$ cat src/rtl/hact_window_ctrl.sv
// Accumulation-window sequencer for the hardtanh/ReLU activation array: clear, accumulate, settle, capture.
// Optional abort input is compiled in when HACT_WINDOW_ABORT_EN is defined.
module hact_window_ctrl #(
  parameter int ODIM = 16,
  parameter int OWID = 8,
  parameter int LWID = OWID + 1
) (
  input  logic                 clk,
  input  logic                 rst,
`ifdef HACT_WINDOW_ABORT_EN
  input  logic                 abort,
`endif
  input  logic                 start,
  input  logic [LWID-1:0]      cfg_len,
  output logic                 acc_clr,
  output logic                 acc_en,
  input  logic [OWID*ODIM-1:0] act_data,
  output logic [OWID*ODIM-1:0] o_data,
  output logic                 o_valid,
  input  logic                 o_ready,
  output logic                 busy,
  output logic                 done,
  output logic [LWID-1:0]      win_cnt
);

  localparam logic [LWID-1:0] MAX_LEN = LWID'(2 ** OWID);

  typedef enum logic [2:0] {
    S_IDLE,
    S_CLEAR,
    S_ACCUM,
    S_SETTLE,
    S_LATCH,
    S_ABORT
  } state_t;

  state_t               state_q, state_d;
  logic [LWID-1:0]      len_q, len_d;
  logic [LWID-1:0]      win_cnt_q, win_cnt_d;
  logic [OWID*ODIM-1:0] o_data_q, o_data_d;
  logic                 o_valid_q, o_valid_d;
  logic                 done_q, done_d;
  logic                 abort_req;
  logic [LWID-1:0]      start_len;

  // A programmed length of zero selects the longest window the output width allows.
  assign start_len = (cfg_len == '0) ? MAX_LEN : cfg_len;

  always_comb begin
`ifdef HACT_WINDOW_ABORT_EN
    abort_req = abort;
`else
    abort_req = 1'b0;
`endif
  end

  always_comb begin
    // NOTE: every signal written here gets a default first so no path can infer a latch.
    state_d   = state_q;
    len_d     = len_q;
    win_cnt_d = win_cnt_q;
    o_data_d  = o_data_q;
    o_valid_d = o_valid_q;
    done_d    = 1'b0;

    if (o_valid_q && o_ready) o_valid_d = 1'b0;

    unique case (state_q)
      S_IDLE: begin
        if (start) begin
          len_d   = start_len;
          state_d = S_CLEAR;
        end
      end
      S_CLEAR: begin
        win_cnt_d = '0;
        state_d   = abort_req ? S_ABORT : S_ACCUM;
      end
      S_ACCUM: begin
        if (win_cnt_q != len_q) win_cnt_d = win_cnt_q + LWID'(1);
        if (abort_req)                state_d = S_ABORT;
        else if (win_cnt_d == len_q)  state_d = S_SETTLE;
      end
      S_SETTLE: begin
        state_d = abort_req ? S_ABORT : S_LATCH;
      end
      S_LATCH: begin
        // A capture that coincides with a consume keeps o_valid set.
        if (!o_valid_q || o_ready) begin
          o_data_d  = act_data;
          o_valid_d = 1'b1;
          done_d    = 1'b1;
          if (start) begin
            len_d   = start_len;
            state_d = S_CLEAR;
          end else begin
            state_d = S_IDLE;
          end
        end
      end
      S_ABORT: state_d = S_IDLE;
      default: state_d = S_IDLE;
    endcase
  end

  always_ff @(posedge clk or posedge rst) begin
    if (rst) begin
      state_q   <= S_IDLE;
      len_q     <= '0;
      win_cnt_q <= '0;
      o_data_q  <= '0;
      o_valid_q <= 1'b0;
      done_q    <= 1'b0;
    end else begin
      // NOTE: non-blocking assignments so every flop samples the pre-edge values.
      state_q   <= state_d;
      len_q     <= len_d;
      win_cnt_q <= win_cnt_d;
      o_data_q  <= o_data_d;
      o_valid_q <= o_valid_d;
      done_q    <= done_d;
    end
  end

  assign acc_clr = (state_q == S_CLEAR) || (state_q == S_ABORT);
  assign acc_en  = (state_q == S_ACCUM);
  assign busy    = (state_q != S_IDLE);
  assign done    = done_q;
  assign o_data  = o_data_q;
  assign o_valid = o_valid_q;
  assign win_cnt = win_cnt_q;

endmodule

$ cat config.mk
export PLATFORM = sky130hd
export DESIGN_NAME = hact_window_ctrl
export DESIGN_NICKNAME = d
export VERILOG_FILES = /design/src/rtl/hact_window_ctrl.sv
export SDC_FILE = /design/constraint.sdc
export NUM_CORES = 1
export LEC_CHECK = 0
export BUFFER_PORTS_ARGS = -buffer_cell sky130_fd_sc_hd__buf_2
export CAP_MARGIN = 20
export CORE_UTILIZATION = 35
export CTS_BUF_LIST = sky130_fd_sc_hd__clkbuf_4
export DETAILED_ROUTE_END_ITERATION = 12
export GPL_ROUTABILITY_DRIVEN = 0
export PLACE_DENSITY_LB_ADDON = 0.3
export SLEW_MARGIN = 10
export SYNTH_ARGS = -nofsm -noshare
export SYNTH_HDL_FRONTEND = slang
export SYNTH_SLANG_ARGS = --single-unit
$ cat constraint.sdc
create_clock -name clk -period 10.9 [get_ports clk]
set_input_delay 1.09 -clock clk [delete_from_list [all_inputs] [get_ports clk]]
set_output_delay 1.09 -clock clk [all_outputs]
set_load 0.05 [all_outputs]
## Word level (Yosys, flattened, before mapping)

Cells that the tools add are included.

| word-level totals | value |
|---|---|
| register bits after elaboration | 151 |
| bits of input ports | 141 |

| cells by class | value |
|---|---|
| $add $sub $neg | 1 |
| equality and inequality tests | 10 |
| muxes and demuxes | 17 |
| reductions and logical operators | 12 |

Operators by type and width:

| kind | count |
|---|---|
| 2-to-1 mux 9 bit | 5 |
| case mux 9 bit (2 select lines) | 2 |
| case mux 3 bit (5 select lines) | 1 |
| adder 9 x 1 -> 9 bit (second input constant) | 1 |
| == test 9 bit | 1 |
| logical NOT 9 bit | 1 |
| 2-to-1 mux 3 bit | 3 |
| inequality test 9 bit | 1 |
| == test 3 x 2 -> 1 bit (second input constant) | 2 |
| == test 3 bit (second input constant) | 2 |
| 2-to-1 mux 1 bit | 6 |
| inequality test 2 bit (second input constant) | 2 |
| AND reduction 2 bit | 2 |
| nonzero test 2 bit | 2 |
| == test 3 x 1 -> 1 bit (second input constant) | 1 |
| logical NOT 3 bit | 1 |
| AND reduction 3 bit | 1 |
| nonzero test 3 bit | 1 |
| logical OR 1 bit | 2 |
| inequality test 2 x 1 -> 1 bit (second input constant) | 1 |
| logical AND 1 bit | 1 |
| logical NOT 1 bit | 1 |

## Depth between registers and ports, before layout

| depth | value |
|---|---|
| depth after elaboration | 6 |
| mapped depth | 8 |
| depth with buffers taken out | 6 |

## Worst setup path after synthesis

Ideal clock, no wire load.

| timing path | value |
|---|---|
| kind | register to output |
| start point | register state_q[0] |
| end point | output acc_en |
| arrival time | 1677 ps |
| setup slack | 8133 ps |
| stages on the path, launching flop included | 4 |
| path buffers | 2 |
| cell sequence | dfrtp_1 -> clkbuf_1 -> nor3b_1 -> clkbuf_1 |

| between the ends | value |
|---|---|
| longest elaborated chain between the ends | 1 |

RTL lines:

| element | line | text |
|---|---|---|
| start: declaration | 37 | `state_t state_q, state_d;` |
| start signal: assignment | 116 | `state_q <= state_d;` |
| == test 3 x 2 -> 1 bit | 126 | `assign acc_en = (state_q == S_ACCUM);` |
| end: declaration | 16 | `output logic acc_en,` |

Every way passes these cells.

## Final worst setup path

| timing path | value |
|---|---|
| start point | register state_q[2] |
| end point | output acc_en |

The elaborated chain is that of the path after synthesis.

==> flow_metrics.py <==
metrics = {
    "outcome": {
        "status": "complete, no violations",
    },
    "routing": {
        "via_per_inst": 4.552,
        "drt_iter0_markers": 259,
        "dr_total_vias": 5380,
        "ant_nets": 0,
        "drc": 0,
        "drtPass1Iterations": 4,
        "totalWireLength_um": 15960,
        "avgRoutedWirePerCell_um": 13.50,
    },
    "cells_and_area": {
        "layout_commonest_cell": "nand2_1",
        "fin_nets": 1091,
        "fin_util_pct": 47.65,
        "final_cell_mix": "391 x nand2_1, 282 x buf_2, 151 x dfrtp_1, 18 x clkbuf_4, 9 x o21ai_0",
        "syn2layout_area_growth_pct": 31.26,
        "drive_gt1_share_pct": 34.24,
    },
    "yosys": {
        "syn-cell-area_mm2": 0.006085,
        "ys_ff_latch": 151,
        "yosysUniqueCellTypes": 36,
        "syn_nets": 819,
        "yosysSeqAreaShare_pct": 62.10,
        "syn_avg_cell_area_um2": 8.988,
        "synth-edff-count": 0,
        "synthArstFlopShare_pct": 100.0,
        "syn_inst": 677,
        "synth_top_flop_cell": "dfrtp_1",
        "yosysWarnings": 0,
    },
    "global_route": {
        "grt_pass1_wl_um": 25920,
        "antenna_found_initial": 2,
        "grt_max_degree": 98,
        "grt_pass1_vias": 5190,
        "grt_overflow": 0,
        "grt_usage_pct": 18.33,
    },
    "setup_path": {
        "criticalPathCategory": "flip-flop to output pin",
        "setup.worst_path.start": "state_q[2]$_DFFE_PP0P_",
        "critical_path_required_ns": 9.81,
        "crit_fanout": 17,
        "reg2reg_from": "state_q[0]$_DFFE_PP0P_",
        "start_kind": "flip-flop",
        "cp.arrival_ns": 1.77,
        "critPathCaptureType": "output pin",
    },
    "cts": {
        "cts.clk_slew.worst_paths_ns": 0.12,
        "cts_resized": 0,
        "cts_buffers": 17,
        "postCtsHoldBufs": 0,
        "worstSkewPairLatency_ns": 0.53,
        "htree_num_levels": 4,
        "clock_sink_count": 151,
        "clockRootBuffer": "clkbuf_4",
        "cts_tree": "built",
        "clk_path_buf_depth": 2,
        "cts_setup_buffers": 0,
    },
    "hold_path": {
        "hold_path.class": "flip-flop to flip-flop",
        "min_from": "o_data[88]$_DFFE_PP0P_",
    },
    "die": {
        "dieArea_mm2": 0.01792,
        "fp.dieW_um": 133.9,
        "die_y_um": 133.9,
        "floorplan.initialDensity_pct": 36.30,
        "core_area_mm2": 0.01676,
        "rows": 47,
        "ioPinCount": 283,
    },
    "timing": {
        "timing.final.crit_share_pct": 26.20,
        "fin_crit_ns": 2.856,
        "skew_ns": 0.01867,
        "hold_violations": 0,
        "setup_violations": 0,
        "drv_slew": 0,
        "fmax_ghz": 0.3501,
        "worstMarginPinSlew_ns": 1.050,
        "fin_setup_tns_ns": 0,
        "whs_ns": 0.4797,
        "max-slew-margin-rel_pct": 30.01,
        "rsz0062_at_grt": "false",
    },
    "place": {
        "dpl.hpwl_um": 11130,
        "io_buffers": 282,
    },
    "pwr": {
        "p_leak_nw": 4.652,
        "p_total_w": 0.002765,
        "ir_worst_vdd_mv": 0.1845,
        "p_per_area_mw_per_mm2": 346.2,
    },
    "run": {
        "max-cap-violations": 0,
    },
}
-- state kept, by name (all words and copies together) (netlist names) --
| name | flops |
|---|---|
| done | 1 |
| o_valid | 1 |
| win_cnt | 9 |
| o_data | 128 |
| state_q | 3 |
| len_q | 9 |
-- worst max-delay path, stage by stage, from the launching register on --
cell and delay [ns]:
dfrtp_1 0.50, nor3b_1 0.23, buf_4 0.23, buf_2 0.29
-- per-stage QoR --
step / setup WS [ns] / cells / area, µm²
6_report: 8.044 / 1182 / 7986
5_1_grt: 7.837 / 1182 / 7986
4_1_cts: 7.962 / 1181 / 7984
3_5_place_dp: 7.532 / 1150 / 7695
3_3_place_gp: 7.561 / 1150 / 7695
2_1_floorplan: 5.745 / 677 / 6085
-- power by group --
part           switching, W  internal [W]  leakage, nW
Combinational       0.00114      0.000332         2.58
Sequential         0.000135      0.000793         1.92
Clock              0.000201      0.000160        0.156
Total               0.00148       0.00129         4.65
-- metal layers --
| metal | vias to the layer above | wire length [µm] | track usage, % |
|---|---|---|---|
| met1 | 2513 | 7070 | 23.79 |
| met2 | 190 | 7488 | 28.93 |
| met3 | 23 | 1157 | 6.047 |
| li1 | 2654 | - | - |
| met5 | - | 0 | 0 |
| met4 | 0 | 238 | 5.808 |
-- cell usage after synthesis (4+ instances only) --
master	count	area, µm²
buf_1	4	15.01
mux2_2	8	90.09
a21oi_1	6	30.03
xnor2_1	8	70.07
a31oi_1	5	31.28
o21ai_0	9	45.04
clkbuf_1	27	101.4
dfrtp_1	151	3779
nor2_1	6	22.52
inv_1	8	30.03
nand2_1	391	1468
o31ai_1	5	37.54
nand3_1	6	30.03
xor2_1	7	61.31
-- cell type report --
type                            count  area [µm²]
Sequential cell                   151        3779
Tap cell                          220       275.3
Clock buffer                       18       135.1
Timing Repair Buffer              286        1441
Multi-Input combinational cell    485        2162
Antenna cell                        1       2.502
Fill cell                        1693        8773
Inverter                            8       37.54
Clock inverter                     13       153.9
-- kinds of logic after synthesis --
group	after synthesis	synth area share, %
muxes	11	1.974
AOI/OAI and AO/OA	31	3.332
buffers and inverters	41	2.570
xor gates and xnor gates	15	2.159
and+or+nand+nor	427	27.66
DFF	151	62.10
adders and majority gates	1	0.2056
-- path summary, 6_finish.rpt --
check                           slack, ns                       to  cells after the start
max in group asynchronous            8.82     len_q[6]$_DFFE_PP0P_                      3
min in group asynchronous            0.69   win_cnt[3]$_DFFE_PP0P_                      2
worst min register to register       0.48   o_data[88]$_DFFE_PP0P_                      2
worst max-delay path                 8.04                   acc_en                      3
worst max register to register       8.19  o_data[109]$_DFFE_PP0P_                      6
worst min-delay path                 0.48   o_data[88]$_DFFE_PP0P_                      2
No activity file was read; power rests on OpenSTA's default activity.
